**src/rtl/nor_ctrl_pkg.sv**
```systemverilog
`default_nettype none
// +--------------------------------------------------------------------------+
// | Module      : nor_ctrl_pkg                                               |
// | Description : Shared types and constants for the NOR flash cycle        |
// |               controller: the controller state enum, the bus widths and  |
// |               the default timing values.                                 |
// | Ports       : none (package)                                             |
// | Revision    : 1.0 - initial release                                      |
// +--------------------------------------------------------------------------+
package nor_ctrl_pkg;

   localparam int unsigned c_addr_w         = 26;
   localparam int unsigned c_data_w         = 16;
   localparam int unsigned c_cnt_w          = 24;

   localparam int unsigned c_t_setup_def    = 2;
   localparam int unsigned c_t_strobe_def   = 6;
   localparam int unsigned c_t_hold_def     = 2;
   localparam int unsigned c_t_blank_def    = 4;
   localparam int unsigned c_ry_timeout_def = 1048576;

   typedef enum logic [2:0] {
      S_IDLE    = 3'd0,
      S_SETUP   = 3'd1,
      S_STROBE  = 3'd2,
      S_HOLD    = 3'd3,
      S_BLANK   = 3'd4,
      S_WAIT_RY = 3'd5,
      S_DONE    = 3'd6
   } state_e;

endpackage
`default_nettype wire

```
**src/rtl/nor_ry_sync.sv**
```systemverilog
`default_nettype none
// +--------------------------------------------------------------------------+
// | Module      : nor_ry_sync                                                |
// | Description : Two-flop synchronizer for the asynchronous RY/BY# pin.     |
// | Ports       : clk_i   - system clock                                     |
// |               reset_i - synchronous active-high reset                    |
// |               async_i - asynchronous input                               |
// |               sync_o  - synchronized output (two clocks of latency)      |
// | Revision    : 1.0 - initial release                                      |
// +--------------------------------------------------------------------------+
module nor_ry_sync (
   input  logic clk_i,
   input  logic reset_i,
   input  logic async_i,
   output logic sync_o
);

   logic meta_q, meta_d;
   logic sync_q, sync_d;

   always_comb begin
      meta_d = async_i;
      sync_d = meta_q;
   end

   always_ff @(posedge clk_i) begin
      if (reset_i) begin
         meta_q <= 1'b0;
         sync_q <= 1'b0;
      end else begin
         meta_q <= meta_d;
         sync_q <= sync_d;
      end
   end

   assign sync_o = sync_q;

endmodule
`default_nettype wire

```
**src/rtl/nor_cycle_ctrl.sv**
```systemverilog
`default_nettype none
// +--------------------------------------------------------------------------+
// | Module      : nor_cycle_ctrl                                             |
// | Description : Sequences one asynchronous NOR flash read or write cycle   |
// |               per accepted request (setup / strobe / hold), optionally   |
// |               followed by a blanking period and a bounded RY/BY# wait.   |
// | Ports       : clk_i, reset_i          - clock, sync active-high reset    |
// |               req_*                   - valid/ready request channel      |
// |               rsp_*                   - one-cycle completion response    |
// |               nor_*                   - registered flash pins (CE/OE/WE  |
// |                                         active-low), RY async input      |
// | Revision    : 1.0 - initial release                                      |
// +--------------------------------------------------------------------------+
module nor_cycle_ctrl
   import nor_ctrl_pkg::*;
#(
   parameter int unsigned T_SETUP    = c_t_setup_def,
   parameter int unsigned T_STROBE   = c_t_strobe_def,
   parameter int unsigned T_HOLD     = c_t_hold_def,
   parameter int unsigned T_BLANK    = c_t_blank_def,
   parameter int unsigned RY_TIMEOUT = c_ry_timeout_def
) (
   input  logic                clk_i,
   input  logic                reset_i,
   input  logic                req_valid_i,
   output logic                req_ready_o,
   input  logic                req_we_i,
   input  logic                req_wait_ry_i,
   input  logic [c_addr_w-1:0] req_addr_i,
   input  logic [c_data_w-1:0] req_wdata_i,
   output logic                rsp_valid_o,
   output logic [c_data_w-1:0] rsp_rdata_o,
   output logic                rsp_timeout_o,
   output logic [c_addr_w-1:0] nor_addr_o,
   output logic [c_data_w-1:0] nor_data_o,
   output logic                nor_data_oe,
   input  logic [c_data_w-1:0] nor_data_i,
   output logic                nor_ce_o,
   output logic                nor_oe_o,
   output logic                nor_we_o,
   input  logic                nor_ry_i
);

   // The shared counter is loaded with (duration - 1) on state entry and the
   // state is left on the cycle it reads zero.
   localparam logic [c_cnt_w-1:0] c_ld_setup   = c_cnt_w'(T_SETUP - 1);
   localparam logic [c_cnt_w-1:0] c_ld_strobe  = c_cnt_w'(T_STROBE - 1);
   localparam logic [c_cnt_w-1:0] c_ld_hold    = c_cnt_w'(T_HOLD - 1);
   localparam logic [c_cnt_w-1:0] c_ld_blank   = c_cnt_w'(T_BLANK - 1);
   localparam logic [c_cnt_w-1:0] c_ld_timeout = c_cnt_w'(RY_TIMEOUT - 1);
   localparam logic [c_cnt_w-1:0] c_cnt_one    = c_cnt_w'(1);

   state_e                state_q, state_d;
   logic [c_cnt_w-1:0]    cnt_q, cnt_d;
   logic                  req_we_q, req_we_d;
   logic                  wait_ry_q, wait_ry_d;
   logic [c_addr_w-1:0]   addr_q, addr_d;
   logic [c_data_w-1:0]   wdata_q, wdata_d;
   logic [c_data_w-1:0]   rdata_q, rdata_d;
   logic                  rsp_valid_q, rsp_valid_d;
   logic                  rsp_timeout_q, rsp_timeout_d;
   logic                  ce_n_q, ce_n_d;
   logic                  oe_n_q, oe_n_d;
   logic                  we_n_q, we_n_d;
   logic                  data_oe_q, data_oe_d;
   logic                  ry_synced;
   logic                  cnt_zero;
   logic                  bus_cycle;

   nor_ry_sync u_ry_sync (
      .clk_i   (clk_i),
      .reset_i (reset_i),
      .async_i (nor_ry_i),
      .sync_o  (ry_synced)
   );

   assign cnt_zero = (cnt_q == '0);

   always_comb begin
      state_d       = state_q;
      cnt_d         = cnt_q;
      req_we_d      = req_we_q;
      wait_ry_d     = wait_ry_q;
      addr_d        = addr_q;
      wdata_d       = wdata_q;
      rdata_d       = rdata_q;
      rsp_timeout_d = 1'b0;

      case (state_q)
         S_IDLE: begin
            if (req_valid_i) begin
               state_d   = S_SETUP;
               cnt_d     = c_ld_setup;
               req_we_d  = req_we_i;
               wait_ry_d = req_wait_ry_i;
               addr_d    = req_addr_i;
               wdata_d   = req_wdata_i;
            end
         end
         S_SETUP: begin
            if (cnt_zero) begin
               state_d = S_STROBE;
               cnt_d   = c_ld_strobe;
            end else begin
               cnt_d = cnt_q - c_cnt_one;
            end
         end
         S_STROBE: begin
            if (cnt_zero) begin
               state_d = S_HOLD;
               cnt_d   = c_ld_hold;
               // Sample read data while OE is still low (last strobe cycle).
               if (!req_we_q) begin
                  rdata_d = nor_data_i;
               end
            end else begin
               cnt_d = cnt_q - c_cnt_one;
            end
         end
         S_HOLD: begin
            if (cnt_zero) begin
               if (wait_ry_q) begin
                  state_d = S_BLANK;
                  cnt_d   = c_ld_blank;
               end else begin
                  state_d = S_DONE;
                  cnt_d   = '0;
               end
            end else begin
               cnt_d = cnt_q - c_cnt_one;
            end
         end
         S_BLANK: begin
            // RY is not trusted yet: the device needs time to assert busy.
            if (cnt_zero) begin
               state_d = S_WAIT_RY;
               cnt_d   = c_ld_timeout;
            end else begin
               cnt_d = cnt_q - c_cnt_one;
            end
         end
         S_WAIT_RY: begin
            if (ry_synced) begin
               state_d = S_DONE;
               cnt_d   = '0;
            end else if (cnt_zero) begin
               state_d       = S_DONE;
               cnt_d         = '0;
               rsp_timeout_d = 1'b1;
            end else begin
               cnt_d = cnt_q - c_cnt_one;
            end
         end
         S_DONE: begin
            state_d = S_IDLE;
         end
         default: begin
            state_d = S_IDLE;
            cnt_d   = '0;
         end
      endcase

      // Pin values are derived from the next state so the flops present
      // them in the same cycle the state register enters that state.
      bus_cycle   = (state_d == S_SETUP) || (state_d == S_STROBE) || (state_d == S_HOLD);
      ce_n_d      = !bus_cycle;
      oe_n_d      = !((state_d == S_STROBE) && !req_we_d);
      we_n_d      = !((state_d == S_STROBE) && req_we_d);
      data_oe_d   = bus_cycle && req_we_d;
      rsp_valid_d = (state_d == S_DONE);
   end

   always_ff @(posedge clk_i) begin
      if (reset_i) begin
         state_q       <= S_IDLE;
         cnt_q         <= '0;
         req_we_q      <= 1'b0;
         wait_ry_q     <= 1'b0;
         addr_q        <= '0;
         wdata_q       <= '0;
         rdata_q       <= '0;
         rsp_valid_q   <= 1'b0;
         rsp_timeout_q <= 1'b0;
         ce_n_q        <= 1'b1;
         oe_n_q        <= 1'b1;
         we_n_q        <= 1'b1;
         data_oe_q     <= 1'b0;
      end else begin
         state_q       <= state_d;
         cnt_q         <= cnt_d;
         req_we_q      <= req_we_d;
         wait_ry_q     <= wait_ry_d;
         addr_q        <= addr_d;
         wdata_q       <= wdata_d;
         rdata_q       <= rdata_d;
         rsp_valid_q   <= rsp_valid_d;
         rsp_timeout_q <= rsp_timeout_d;
         ce_n_q        <= ce_n_d;
         oe_n_q        <= oe_n_d;
         we_n_q        <= we_n_d;
         data_oe_q     <= data_oe_d;
      end
   end

   assign req_ready_o   = (state_q == S_IDLE) && !reset_i;
   assign rsp_valid_o   = rsp_valid_q;
   assign rsp_rdata_o   = rdata_q;
   assign rsp_timeout_o = rsp_timeout_q;
   assign nor_addr_o    = addr_q;
   assign nor_data_o    = wdata_q;
   assign nor_data_oe   = data_oe_q;
   assign nor_ce_o      = ce_n_q;
   assign nor_oe_o      = oe_n_q;
   assign nor_we_o      = we_n_q;

endmodule
`default_nettype wire

```
**config.mk**
```make
export PLATFORM = sky130hd
export DESIGN_NAME = nor_cycle_ctrl
export DESIGN_NICKNAME = d
export VERILOG_FILES = /design/src/rtl/nor_ctrl_pkg.sv /design/src/rtl/nor_ry_sync.sv /design/src/rtl/nor_cycle_ctrl.sv
export SDC_FILE = /design/constraint.sdc
export NUM_CORES = 1
export LEC_CHECK = 0
export CORE_MARGIN = 1
export CORE_UTILIZATION = 42
export DETAILED_ROUTE_END_ITERATION = 12
export PLACE_DENSITY = 0.76
export SLEW_MARGIN = 20
export SYNTH_ARGS = -nofsm -noshare
export SYNTH_HDL_FRONTEND = slang
export SYNTH_HIERARCHICAL = 1
export SYNTH_SLANG_ARGS = --single-unit
```
**constraint.sdc**
```tcl
create_clock -name clk_i -period 2.2 [get_ports clk_i]
set_clock_uncertainty 0.15 [all_clocks]
set_input_delay 0.44 -clock clk_i [delete_from_list [all_inputs] [get_ports clk_i]]
set_output_delay 0.44 -clock clk_i [all_outputs]
set_load 0.01 [all_outputs]
```
==> results.sh <==
export IMPL_status="finished, violations left"
export IMPL_violations="negative setup slack"
export IMPL_power_per_cell_area_nw_per_um2=1690
export IMPL_grt_pass1_wl_um=20300
export IMPL_htree_levels=3
export IMPL_p_int_mw=6.35
export IMPL_synth_main_ff_cell="dfxtp_1"
export IMPL_die_w_um=101
export IMPL_grt_setup_unrepaired="true"
export IMPL_wl_per_cell_um=17.1
export IMPL_hold_class="flip-flop to flip-flop"
export IMPL_clkTransAtPathRegs_ns=0.11
export IMPL_ys_types=57
export IMPL_clock_sinks=95
export IMPL_slowest_stage="or3_4"
export IMPL_cp_max_fo=6
export IMPL_post_route_period_util=1.09
export IMPL_relSlewSlack=0.498
export IMPL_crit_start="cnt_q[6]"
export IMPL_syn_to_final_growth_pct=63.1
export IMPL_p_leak_nw=2.69
export IMPL_firstDrtPassIters=5
export IMPL_synthCells=506
export IMPL_core_um2=9370
export IMPL_power_frac_comb=0.691
export IMPL_finalCriticalPeriod_ns=2.40
export IMPL_vias_per_cell=5.56
export IMPL_grt_overflow=0
export IMPL_cts_tree="yes"
export IMPL_cp_endpoint="cnt_q[19]"
export IMPL_design_area_um2=6750
export IMPL_vias=4646
export IMPL_slew_viol_final=0
export IMPL_vdd_drop_max_uv=912
export IMPL_yosysMostFrequentCell="nand2_1"
export IMPL_synth_top_area_frac=0.459
export IMPL_dp_final_hpwl_um=8620
export IMPL_synth_seq_cells=95
export IMPL_grt_total_usage=0.251
export IMPL_path_cells="buf_6, nor4_4, nand4b_4, or3_4, nor3_4, buf_4, a21oi_2, o21ai_1"
export IMPL_place_area_um2=5910
export IMPL_yosys_warnings=6
export IMPL_die_area_um2=10300
export IMPL_postCtsHoldBufs=0
export IMPL_route_detailed_drc=0
export IMPL_hold_viol=0
export IMPL_place_congestion=0.898
export IMPL_cap_violations=0
export IMPL_r2r_slack_ns=-0.20
export IMPL_fmaxAchievable_mhz=417
export IMPL_die_y_um=101
export IMPL_cts_buffers=9
export IMPL_ys_top_cells_by_count="111 x nand2_1, 95 x dfxtp_1, 66 x a21oi_1"
export IMPL_whs_ns=0.293
export IMPL_port_buffers=128
export IMPL_tns_ns=-3.52
export IMPL_grt_max_degree=53
export IMPL_cts_root_buf="clkbuf_8"
export IMPL_syn_avg_cell_area_um2=8.18
export IMPL_critPathLaunchType="flip-flop"
export IMPL_switchingPower_mw=5.03
export IMPL_nNetsFinal=768
export IMPL_synth_largest_area_cell="dfxtp_1"
export IMPL_num_rows=35
export IMPL_ys_seq_area_frac=0.459
export IMPL_cp_arrival_ns=2.53
export IMPL_switching_share=0.442
export IMPL_critical_path_class="flip-flop to flip-flop"
export IMPL_r2r_start="cnt_q[6]"
export IMPL_fill_cells=688
export IMPL_fin_ws_ns=-0.199
export IMPL_r2r_end="cnt_q[19]"
export IMPL_critPathBufInv=2
export IMPL_async_flop_share=0
export IMPL_worst_path_stages=8
export IMPL_layout_drive_gt1_share=0.252
export IMPL_ant_nets=0
export IMPL_synth_nets=572
export IMPL_syn_area_um2=4140
export IMPL_end_kind="flip-flop"
export IMPL_worstRegToRegCells=8
export IMPL_synthTopCellsByArea="dfxtp_1 46%, nand2_1 10%, a21oi_1 8.0%"
export IMPL_crit_required_ns=2.33
export IMPL_clkPwrFrac=0.100
export IMPL_clk_path_buf_depth=2
export IMPL_worst_pin_slew_ns=0.748
export IMPL_slowest_delay_ns=0.41
export IMPL_p_seq_frac=0.209
export IMPL_clk_latency_ns=0.37
export IMPL_first_iter_violations=291
export IMPL_finalSetupViolations=45
export IMPL_cp_top_family="simple AND/OR/NAND/NOR gates"
export IMPL_drt_wl_total_um=14300
export IMPL_synth_edf_count=0
export IMPL_antenna_found_initial=0
export IMPL_grt_pass1_vias=4258
export IMPL_antenna_cells=0
export IMPL_ios=129
export IMPL_start_util=0.442
layout make-up:
type | count | area (um^2) | area share
multi-input combinational | 375 | 2430 | 0.360
clock inverter | 7 | 62.6 | 0.00927
timing repair buffer | 215 | 2040 | 0.302
clock buffer | 9 | 124 | 0.0184
inverter | 6 | 22.5 | 0.00334
tap | 129 | 161 | 0.0239
sequential | 95 | 1910 | 0.283
layer usage:
layer / GRT usage / part of all wire / vias to the layer above
met1: 0.300 / 0.38 / 2189
met5: 0 / 0 / -
met3: 0.0821 / 0.093 / 48
met4: 0.0881 / 0.032 / 0
met2: 0.423 / 0.50 / 267
li1: - / - / 2142
metrics by stage:
stage	instances	util	total power, mW	setup WS (ns)
after global routing	836	0.720	11.9	-0.248
after detailed placement	786	0.630	7.45	-0.339
after global placement	786	0.630	7.33	-0.266
after CTS	819	0.673	9.36	-0.104
final	836	0.720	11.4	-0.199
after floorplan	506	-	5.30	-0.0403
power by group through the flow:
| stage | combinational [mW] | sequential [mW] | clock, mW |
|---|---|---|---|
| floorplan | 2.85 | 2.45 | 0 |
| global placement | 4.97 | 2.35 | 0 |
| detailed placement | 5.08 | 2.37 | 0 |
| CTS | 5.88 | 2.34 | 1.14 |
| global route | 8.25 | 2.43 | 1.22 |
| finish | 7.87 | 2.39 | 1.14 |
what timing repair did:
action,in CTS,in global routing
pin swaps,14,39
cloned,1,0
resized for setup,24,84
setup endpoints to repair,34,50
buffers inserted,16,19
worst min-delay path by stage:
stage	cells after the start	startpoint	slack (ns)	endpoint
2_1_floorplan	1	u_ry_sync/meta_q	0.26	u_ry_sync/sync_o
3_5_place_dp	1	u_ry_sync/meta_q	0.28	u_ry_sync/sync_o
4_1_cts	1	u_ry_sync/meta_q	0.30	u_ry_sync/sync_o
3_3_place_gp	1	u_ry_sync/meta_q	0.28	u_ry_sync/sync_o
6_report	1	u_ry_sync/meta_q	0.29	u_ry_sync/sync_o
5_1_grt	2	nor_addr_o[9]	0.33	nor_addr_o[9]
sequential cells by signal, indices dropped and copies added (netlist names):
| register | flops |
|---|---|
| nor_data_o | 16 |
| nor_ce_o | 1 |
| state_q | 3 |
| wait_ry_q | 1 |
| nor_addr_o | 26 |
| rsp_timeout_o | 1 |
| rsp_valid_o | 1 |
| req_we_q | 1 |
| rsp_rdata_o | 16 |
| nor_oe_o | 1 |
| nor_data_oe | 1 |
| u_ry_sync/sync_o | 1 |
| nor_we_o | 1 |
| cnt_q | 24 |
| u_ry_sync/meta_q | 1 |
kinds of logic (layout without fill, tap and decap cells):
family | after synthesis | count (layout) | synth area share
AND/OR/NAND/NOR | 226 | 226 | 0.278
AO/OA/AOI/OAI | 128 | 128 | 0.176
flip-flops | 95 | 95 | 0.459
buffers and inverters | 36 | 237 | 0.0354
multiplexers | 17 | 17 | 0.0411
adder cells (fa/ha/maj) | 2 | 2 | 0.00604
XOR/XNOR | 2 | 2 | 0.00423
layout by cell type (no fill, tap or decap), drive strengths merged, types with 7 or more instances in the layout:
cell | Yosys | final
buf | 5 | 88
o21ai | 37 | 37
nand3 | 7 | 7
mux2i | 17 | 17
clkbuf | 25 | 9
dfxtp | 95 | 95
nor4 | 10 | 10
clkdlybuf4s50 | 0 | 126
nand2 | 112 | 112
nor2 | 42 | 42
inv | 6 | 10
nor3 | 16 | 16
a21oi | 66 | 66
nand2b | 8 | 8
No activity file was read; power rests on OpenSTA's default activity.
